[config.mk]
export PLATFORM = sky130hd
export DESIGN_NAME = alu_sequencer_flat
export DESIGN_NICKNAME = d
export VERILOG_FILES = /design/src/rtl/alu_sequencer_if.sv /design/src/rtl/alu_sequencer.sv /design/src/flat_wrapper.sv
export SDC_FILE = /design/constraint.sdc
export NUM_CORES = 1
export LEC_CHECK = 0
export BUFFER_PORTS_ARGS = -buffer_cell sky130_fd_sc_hd__buf_2
export CAP_MARGIN = 20
export CORE_MARGIN = 4
export CORE_UTILIZATION = 55
export CTS_BUF_LIST = sky130_fd_sc_hd__clkbuf_4 sky130_fd_sc_hd__clkbuf_8 sky130_fd_sc_hd__clkbuf_16
export CTS_CLUSTER_SIZE = 16
export DETAILED_ROUTE_END_ITERATION = 10
export GPL_ROUTABILITY_DRIVEN = 0
export PLACE_DENSITY = 0.75
export RECOVER_POWER = 100
export SYNTH_ARGS = -nofsm -noshare
export SYNTH_HDL_FRONTEND = slang
export SYNTH_SLANG_ARGS = --single-unit
export TNS_END_PERCENT = 50
[constraint.sdc]
create_clock -name clk -period 5.6 [get_ports clk]
set_input_delay 0.56 -clock clk [delete_from_list [all_inputs] [get_ports clk]]
set_output_delay 0.56 -clock clk [all_outputs]
set_load 0.05 [all_outputs]
[src/rtl/alu_sequencer_if.sv]
// Instruction channel between the decode stage and the ALU sequencer.
// The decode stage drives the decoded fields plus a valid flag. The sequencer
// answers with ready. A transfer happens on a rising edge where both are high.
interface alu_sequencer_if #(
    parameter int N = 8
);
    logic         instr_valid;
    logic         instr_ready;
    logic [1:0]   instr_kind;
    logic [2:0]   instr_op;
    logic [2:0]   instr_rd;
    logic [2:0]   instr_ra;
    logic [2:0]   instr_rb;
    logic [N-1:0] instr_imm;
    logic [1:0]   instr_cond;

    modport master (
        output instr_valid, instr_kind, instr_op, instr_rd, instr_ra,
               instr_rb, instr_imm, instr_cond,
        input  instr_ready
    );

    modport slave (
        input  instr_valid, instr_kind, instr_op, instr_rd, instr_ra,
               instr_rb, instr_imm, instr_cond,
        output instr_ready
    );
endinterface

[src/rtl/alu_sequencer.sv]
// Multi-cycle sequencer that feeds a registered ALU from decoded instructions.
// It owns an 8-entry register file that supplies the operands, takes ALU
// write-backs and immediate loads, and resolves branches on the ALU flags.
module alu_sequencer #(
    parameter int N = 8
) (
    input  logic           clk,
    input  logic           arstn,
    alu_sequencer_if.slave instrBus,
    output logic [2:0]     alu_op,
    output logic [N-1:0]   alu_a,
    output logic [N-1:0]   alu_b,
    output logic           alu_en,
    output logic           alu_rst,
    input  logic [N-1:0]   alu_result,
    input  logic [2:0]     alu_onz,
    output logic           br_valid,
    output logic           br_taken,
    output logic [N-1:0]   br_target,
    output logic           done,
    input  logic [2:0]     dbg_addr,
    output logic [N-1:0]   dbg_data
);

    typedef enum logic [1:0] {
        IDLE = 2'd0,
        EXEC = 2'd1,
        WB   = 2'd2
    } state_t;

    localparam logic [1:0] KIND_ALU  = 2'b00;
    localparam logic [1:0] KIND_LDI  = 2'b01;
    localparam logic [1:0] KIND_BR   = 2'b10;
    localparam logic [1:0] KIND_CLRF = 2'b11;

    state_t       state_q, state_d;
    logic [1:0]   kind_q;
    logic [2:0]   rd_q;
    logic [N-1:0] imm_q;
    logic [1:0]   cond_q;
    logic [2:0]   aluOp_q;
    logic [N-1:0] aluA_q;
    logic [N-1:0] aluB_q;
    logic [N-1:0] rf_q [8];
    logic         accept;
    logic         rfWe;
    logic [N-1:0] rfWdata;

    assign instrBus.instr_ready = (state_q == IDLE);
    assign accept   = instrBus.instr_valid && (state_q == IDLE);
    assign alu_op   = aluOp_q;
    assign alu_a    = aluA_q;
    assign alu_b    = aluB_q;
    assign dbg_data = rf_q[dbg_addr];

    // State register; reset returns to IDLE and aborts any instruction in flight.
    always_ff @(posedge clk or negedge arstn) begin
        if (!arstn) begin
            state_q <= IDLE;
        end else begin
            state_q <= state_d;
        end
    end

    // Next-state and per-cycle strobes. ALU work takes an extra WB cycle; every other kind retires in EXEC.
    always_comb begin
        state_d   = state_q;
        alu_en    = 1'b0;
        alu_rst   = 1'b0;
        br_valid  = 1'b0;
        br_taken  = 1'b0;
        br_target = '0;
        done      = 1'b0;
        rfWe      = 1'b0;
        rfWdata   = alu_result;
        case (state_q)
            IDLE: begin
                if (accept) begin
                    state_d = EXEC;
                end
            end
            EXEC: begin
                state_d = IDLE;
                case (kind_q)
                    KIND_ALU: begin
                        alu_en  = 1'b1;
                        state_d = WB;
                    end
                    KIND_LDI: begin
                        rfWe    = 1'b1;
                        rfWdata = imm_q;
                        done    = 1'b1;
                    end
                    KIND_BR: begin
                        br_valid  = 1'b1;
                        br_taken  = (cond_q == 2'b00)
                                  | ((cond_q == 2'b01) & alu_onz[0])
                                  | ((cond_q == 2'b10) & alu_onz[1])
                                  | ((cond_q == 2'b11) & alu_onz[2]);
                        br_target = imm_q;
                        done      = 1'b1;
                    end
                    default: begin
                        alu_rst = 1'b1;
                        done    = 1'b1;
                    end
                endcase
            end
            WB: begin
                rfWe    = 1'b1;
                rfWdata = alu_result;
                done    = 1'b1;
                state_d = IDLE;
            end
            default: begin
                state_d = IDLE;
            end
        endcase
    end

    // Capture the instruction on accept. ALU operands are read here because
    // no register write can land between accept and EXEC. The ALU drive
    // registers only change for ALU instructions, so they hold the last driven value.
    always_ff @(posedge clk or negedge arstn) begin
        if (!arstn) begin
            kind_q  <= '0;
            rd_q    <= '0;
            imm_q   <= '0;
            cond_q  <= '0;
            aluOp_q <= '0;
            aluA_q  <= '0;
            aluB_q  <= '0;
        end else if (accept) begin
            kind_q <= instrBus.instr_kind;
            rd_q   <= instrBus.instr_rd;
            imm_q  <= instrBus.instr_imm;
            cond_q <= instrBus.instr_cond;
            if (instrBus.instr_kind == KIND_ALU) begin
                aluOp_q <= instrBus.instr_op;
                aluA_q  <= rf_q[instrBus.instr_ra];
                aluB_q  <= rf_q[instrBus.instr_rb];
            end
        end
    end

    // Register file write port: immediate loads in EXEC, ALU results in WB.
    always_ff @(posedge clk or negedge arstn) begin
        if (!arstn) begin
            for (int i = 0; i < 8; i++) begin
                rf_q[i] <= '0;
            end
        end else if (rfWe) begin
            rf_q[rd_q] <= rfWdata;
        end
    end

endmodule

[src/flat_wrapper.sv]
// flat-port wrapper written by rule: the top's interface ports become plain ports
module alu_sequencer_flat 
#(
    parameter int N = 8
)
  (clk, arstn, alu_op, alu_a, alu_b, alu_en, alu_rst, alu_result, alu_onz, br_valid, br_taken, br_target, done, dbg_addr, dbg_data, instrBus_instr_valid, instrBus_instr_kind, instrBus_instr_op, instrBus_instr_rd, instrBus_instr_ra, instrBus_instr_rb, instrBus_instr_imm, instrBus_instr_cond, instrBus_instr_ready);
  alu_sequencer_if #(.N(N)) instrBus_i ();
  input  logic clk;
  input  logic arstn;
  output logic [2:0] alu_op;
  output logic [N-1:0] alu_a;
  output logic [N-1:0] alu_b;
  output logic alu_en;
  output logic alu_rst;
  input  logic [N-1:0] alu_result;
  input  logic [2:0] alu_onz;
  output logic br_valid;
  output logic br_taken;
  output logic [N-1:0] br_target;
  output logic done;
  input  logic [2:0] dbg_addr;
  output logic [N-1:0] dbg_data;
  input wire logic [$bits(instrBus_i.instr_valid)-1:0] instrBus_instr_valid;
  input wire logic [$bits(instrBus_i.instr_kind)-1:0] instrBus_instr_kind;
  input wire logic [$bits(instrBus_i.instr_op)-1:0] instrBus_instr_op;
  input wire logic [$bits(instrBus_i.instr_rd)-1:0] instrBus_instr_rd;
  input wire logic [$bits(instrBus_i.instr_ra)-1:0] instrBus_instr_ra;
  input wire logic [$bits(instrBus_i.instr_rb)-1:0] instrBus_instr_rb;
  input wire logic [$bits(instrBus_i.instr_imm)-1:0] instrBus_instr_imm;
  input wire logic [$bits(instrBus_i.instr_cond)-1:0] instrBus_instr_cond;
  output wire logic [$bits(instrBus_i.instr_ready)-1:0] instrBus_instr_ready;
  assign instrBus_i.instr_valid = instrBus_instr_valid;
  assign instrBus_i.instr_kind = instrBus_instr_kind;
  assign instrBus_i.instr_op = instrBus_instr_op;
  assign instrBus_i.instr_rd = instrBus_instr_rd;
  assign instrBus_i.instr_ra = instrBus_instr_ra;
  assign instrBus_i.instr_rb = instrBus_instr_rb;
  assign instrBus_i.instr_imm = instrBus_instr_imm;
  assign instrBus_i.instr_cond = instrBus_instr_cond;
  assign instrBus_instr_ready = instrBus_i.instr_ready;
  alu_sequencer #(.N(N)) u_core (.clk(clk), .arstn(arstn), .instrBus(instrBus_i), .alu_op(alu_op), .alu_a(alu_a), .alu_b(alu_b), .alu_en(alu_en), .alu_rst(alu_rst), .alu_result(alu_result), .alu_onz(alu_onz), .br_valid(br_valid), .br_taken(br_taken), .br_target(br_target), .done(done), .dbg_addr(dbg_addr), .dbg_data(dbg_data));
endmodule
==> summary.md <==
| Metric | Value |
|---|---|
| Status | `finished with violations` |
| Failing checks | `capacitance limit, slew limit` |
| Vias in the first global route | `4101` |
| Critical path data required time | `5.85 ns` |
| Wire per inst | `21.6 um` |
| CTS tree | `built` |
| Crit path cell chain | `inv_1 > ha_1 > nand3b_1 > a211oi_1 > mux2_2` |
| Fraction of registers with async set/reset | `100%` |
| Slew Limit Fails | `250` |
| Post-CTS Resized | `0` |
| Area Overhead vs Synth | `9.93%` |
| CTS Buffer Depth | `2` |
| Num CTS Buffers | `9` |
| Register area share after synthesis | `44.7%` |
| Syn Inst Count | `418` |
| Post-Syn Area | `0.00560 mm^2` |
| Ys flop type | `dfrtp_1` |
| Routed Antenna Nets | `0` |
| Leakage power | `2.79 nW` |
| Initial core utilization | `57.0%` |
| Total Routing Usage GR | `23.9%` |
| DRT Wirelength | `13500 um` |
| Core Region | `0.00982 mm^2` |
| Hold Crit Class | `in -> reg` |
| Power Density | `513 mW/mm^2` |
| Post-CTS Hold Buffers | `0` |
| Post-synth top area share | `44.7%` |
| Full die area | `0.0119 mm^2` |
| Endpoints failing hold | `0` |
| Leading area contributor after synthesis | `dfrtp_1` |
| Crit-path slowest cell | `a211oi_1` |
| Crit path max fanout | `16` |
| Vias | `3874` |
| Setup total negative slack | `0 ns` |
| Setup repair bufs after CTS | `0` |
| Synth Warn # | `0` |
| Crit-path max cell delay | `1.69 ns` |
| Startpoint Class | `register` |
| Worst slew pin tran | `2.21 ns` |
| Number of diodes | `0` |
| # setup viols final | `0` |
| Worst-Skew Late Latency | `0.37 ns` |
| Largest net degree at the start of global routing | `69` |
| Worst-path clk slew | `0.09 ns` |
| Number of flops mapped to enable cells by yosys | `0` |
| Fin nets | `531` |
| Via-to-Cell Ratio | `6.20` |
| Overflow after GRT | `0` |
| 1st-pass router iterations | `4` |
| Period utilisation layout | `61.8%` |
| Final min period | `3.46 ns` |
| Cells taking the most area after synthesis | `dfrtp_1 (45%), mux2_2 (26%), mux4_2 (6.4%), mux2i_1 (5.9%), a22o_1 (2.5%)` |
| Unrepaired setup endpoints after global routing | `no` |
| Port Buffers | `81` |
| Die H | `109 um` |
| Die Width | `109 um` |
| Residual DRC count | `0` |
| IO Pins | `82` |
| Post-synth cell types | `31` |
| Rel. slew slack | `-47.6%` |
| Root buffer cell | `clkbuf_8` |
| Clock Skews | `0.0136 ns` |
| Buf/Inv on CP | `1` |
| CTS HTree Levels | `3` |
| Initial antenna violation count | `0` |
| Post-Synthesis Net Count | `462` |
| Hold_sp | `instrBus_instr_op[0]` |
| Critical Setup Path Class | `reg -> reg` |
| First-pass GRT wire length | `21400 um` |
| Synth Area per Inst | `13.4 um^2` |
| TritonCTS Sinks | `100` |
| Crit end category | `register` |
| Synth Register Bits | `100` |
| First DRT Iteration DRCs | `249` |
| Layout cells sized above 1 | `41.1%` |
| Worst setup startpoint | `u_core.state_q[1]` |
| Worst R2R Start | `u_core.state_q[1]` |
| Num rows | `36` |
| Tot Pwr | `3.16 mW` |
| FMAX | `0.289 GHz` |
| CP top delay family | `compound AO/OA/AOI/OAI gates` |
| DP HPWL | `9510 um` |
| Worst path arrival time | `3.72 ns` |
| FF-to-FF setup slack | `2.14 ns` |
| Max-Cap Viols | `10` |
| Max IR drop VDD | `0.000442 V` |
==> state kept, by name, summed over array words and instances (netlist names) <==
register / cells
u_core.alu_a: 8
u_core.rf_q: 64
u_core.alu_b: 8
u_core.rd_q: 3
u_core.alu_op: 3
u_core.cond_q: 2
u_core.state_q: 2
u_core.kind_q: 2
u_core.imm_q: 8
==> per-stage QoR <==
step / std cells / hold slack [ns] / worst slack [ns] / util (%) / cell area, um^2
finish: 625 / 0.416 / 2.14 / 62.7 / 6150
CTS: 625 / 0.129 / 2.64 / 64.0 / 6290
detailed placement: 609 / 0.460 / 2.67 / 61.8 / 6070
floorplan: 418 / 0.264 / 1.89 / - / 5600
global placement: 609 / 0.459 / 2.73 / 61.8 / 6070
global route: 625 / 0.408 / 1.85 / 62.7 / 6150
==> worst paths after layout <==
check / end / depth (start not counted)
max in group asynchronous: u_core.state_q[0] / 2
min reg2reg: u_core.alu_a[6] / 2
max: u_core.rf_q[42] / 5
min in group asynchronous: u_core.alu_a[5] / 1
max reg2reg: u_core.rf_q[42] / 5
min: u_core.alu_op[0] / 2
==> area by class of cell <==
class                           instances  area, um^2
Clock inverter                          5        75.1
Clock buffer                           11         145
Timing Repair Buffer                   83         359
Sequential cell                       100        2500
Inverter                                4        15.0
Fill cell                             811        3670
Multi-Input combinational cell        289        2890
Tap cell                              133         166
==> cell usage in the layout (no fill, tap or decap), types with 10 or more instances in the layout <==
| master | count |
|---|---|
| mux2_2 | 130 |
| nand2_1 | 21 |
| clkbuf_1 | 45 |
| mux4_2 | 16 |
| buf_2 | 37 |
| o22ai_1 | 16 |
| clkbuf_8 | 10 |
| mux2i_1 | 33 |
| o31ai_1 | 16 |
| dfrtp_1 | 100 |
| a22o_1 | 16 |
==> report_power, final <==
| part | switching (mW) | internal (mW) |
|---|---|---|
| registers | 0.254 | 1.00 |
| logic | 0.840 | 0.546 |
| clock network | 0.246 | 0.267 |
| total | 1.34 | 1.82 |
==> kinds of logic after synthesis <==
kind of cell	count (synthesis)	synth area share [%]
buf+inv	29	2.41
simple gates	46	4.34
flops	100	44.7
fa+ha+maj	3	0.671
compound gates	61	9.37
mux	179	38.5
==> routing by layer <==
layer	global-route usage [%]	share of wire [%]	vias to the layer above
li1	-	-	1725
met1	29.8	42	1971
met2	39.7	50	143
met3	5.51	5.7	35
met4	11.1	3.1	0
met5	0	0	-
==> Yosys cell counts (4+ instances only) <==
master    count
mux2_2      130
dfrtp_1     100
mux2i_1      33
nand2_1      21
a22o_1       16
mux4_2       16
o22ai_1      16
o31ai_1      16
buf_2         9
clkbuf_1      9
and2_1        8
buf_1         5
a211oi_2      4
a211oi_4      4
==> worst register-to-register path, delay by kind of cell (launching register included) <==
family	cells	cell delay [ns]
adder cells (fa/ha/maj)	1	0.21
multiplexers	1	0.45
AO/OA/AOI/OAI	1	1.69
AND/OR/NAND/NOR	1	0.52
flip-flops	1	0.39
buffers and inverters	1	0.09
(Power assumes the default switching activity.)
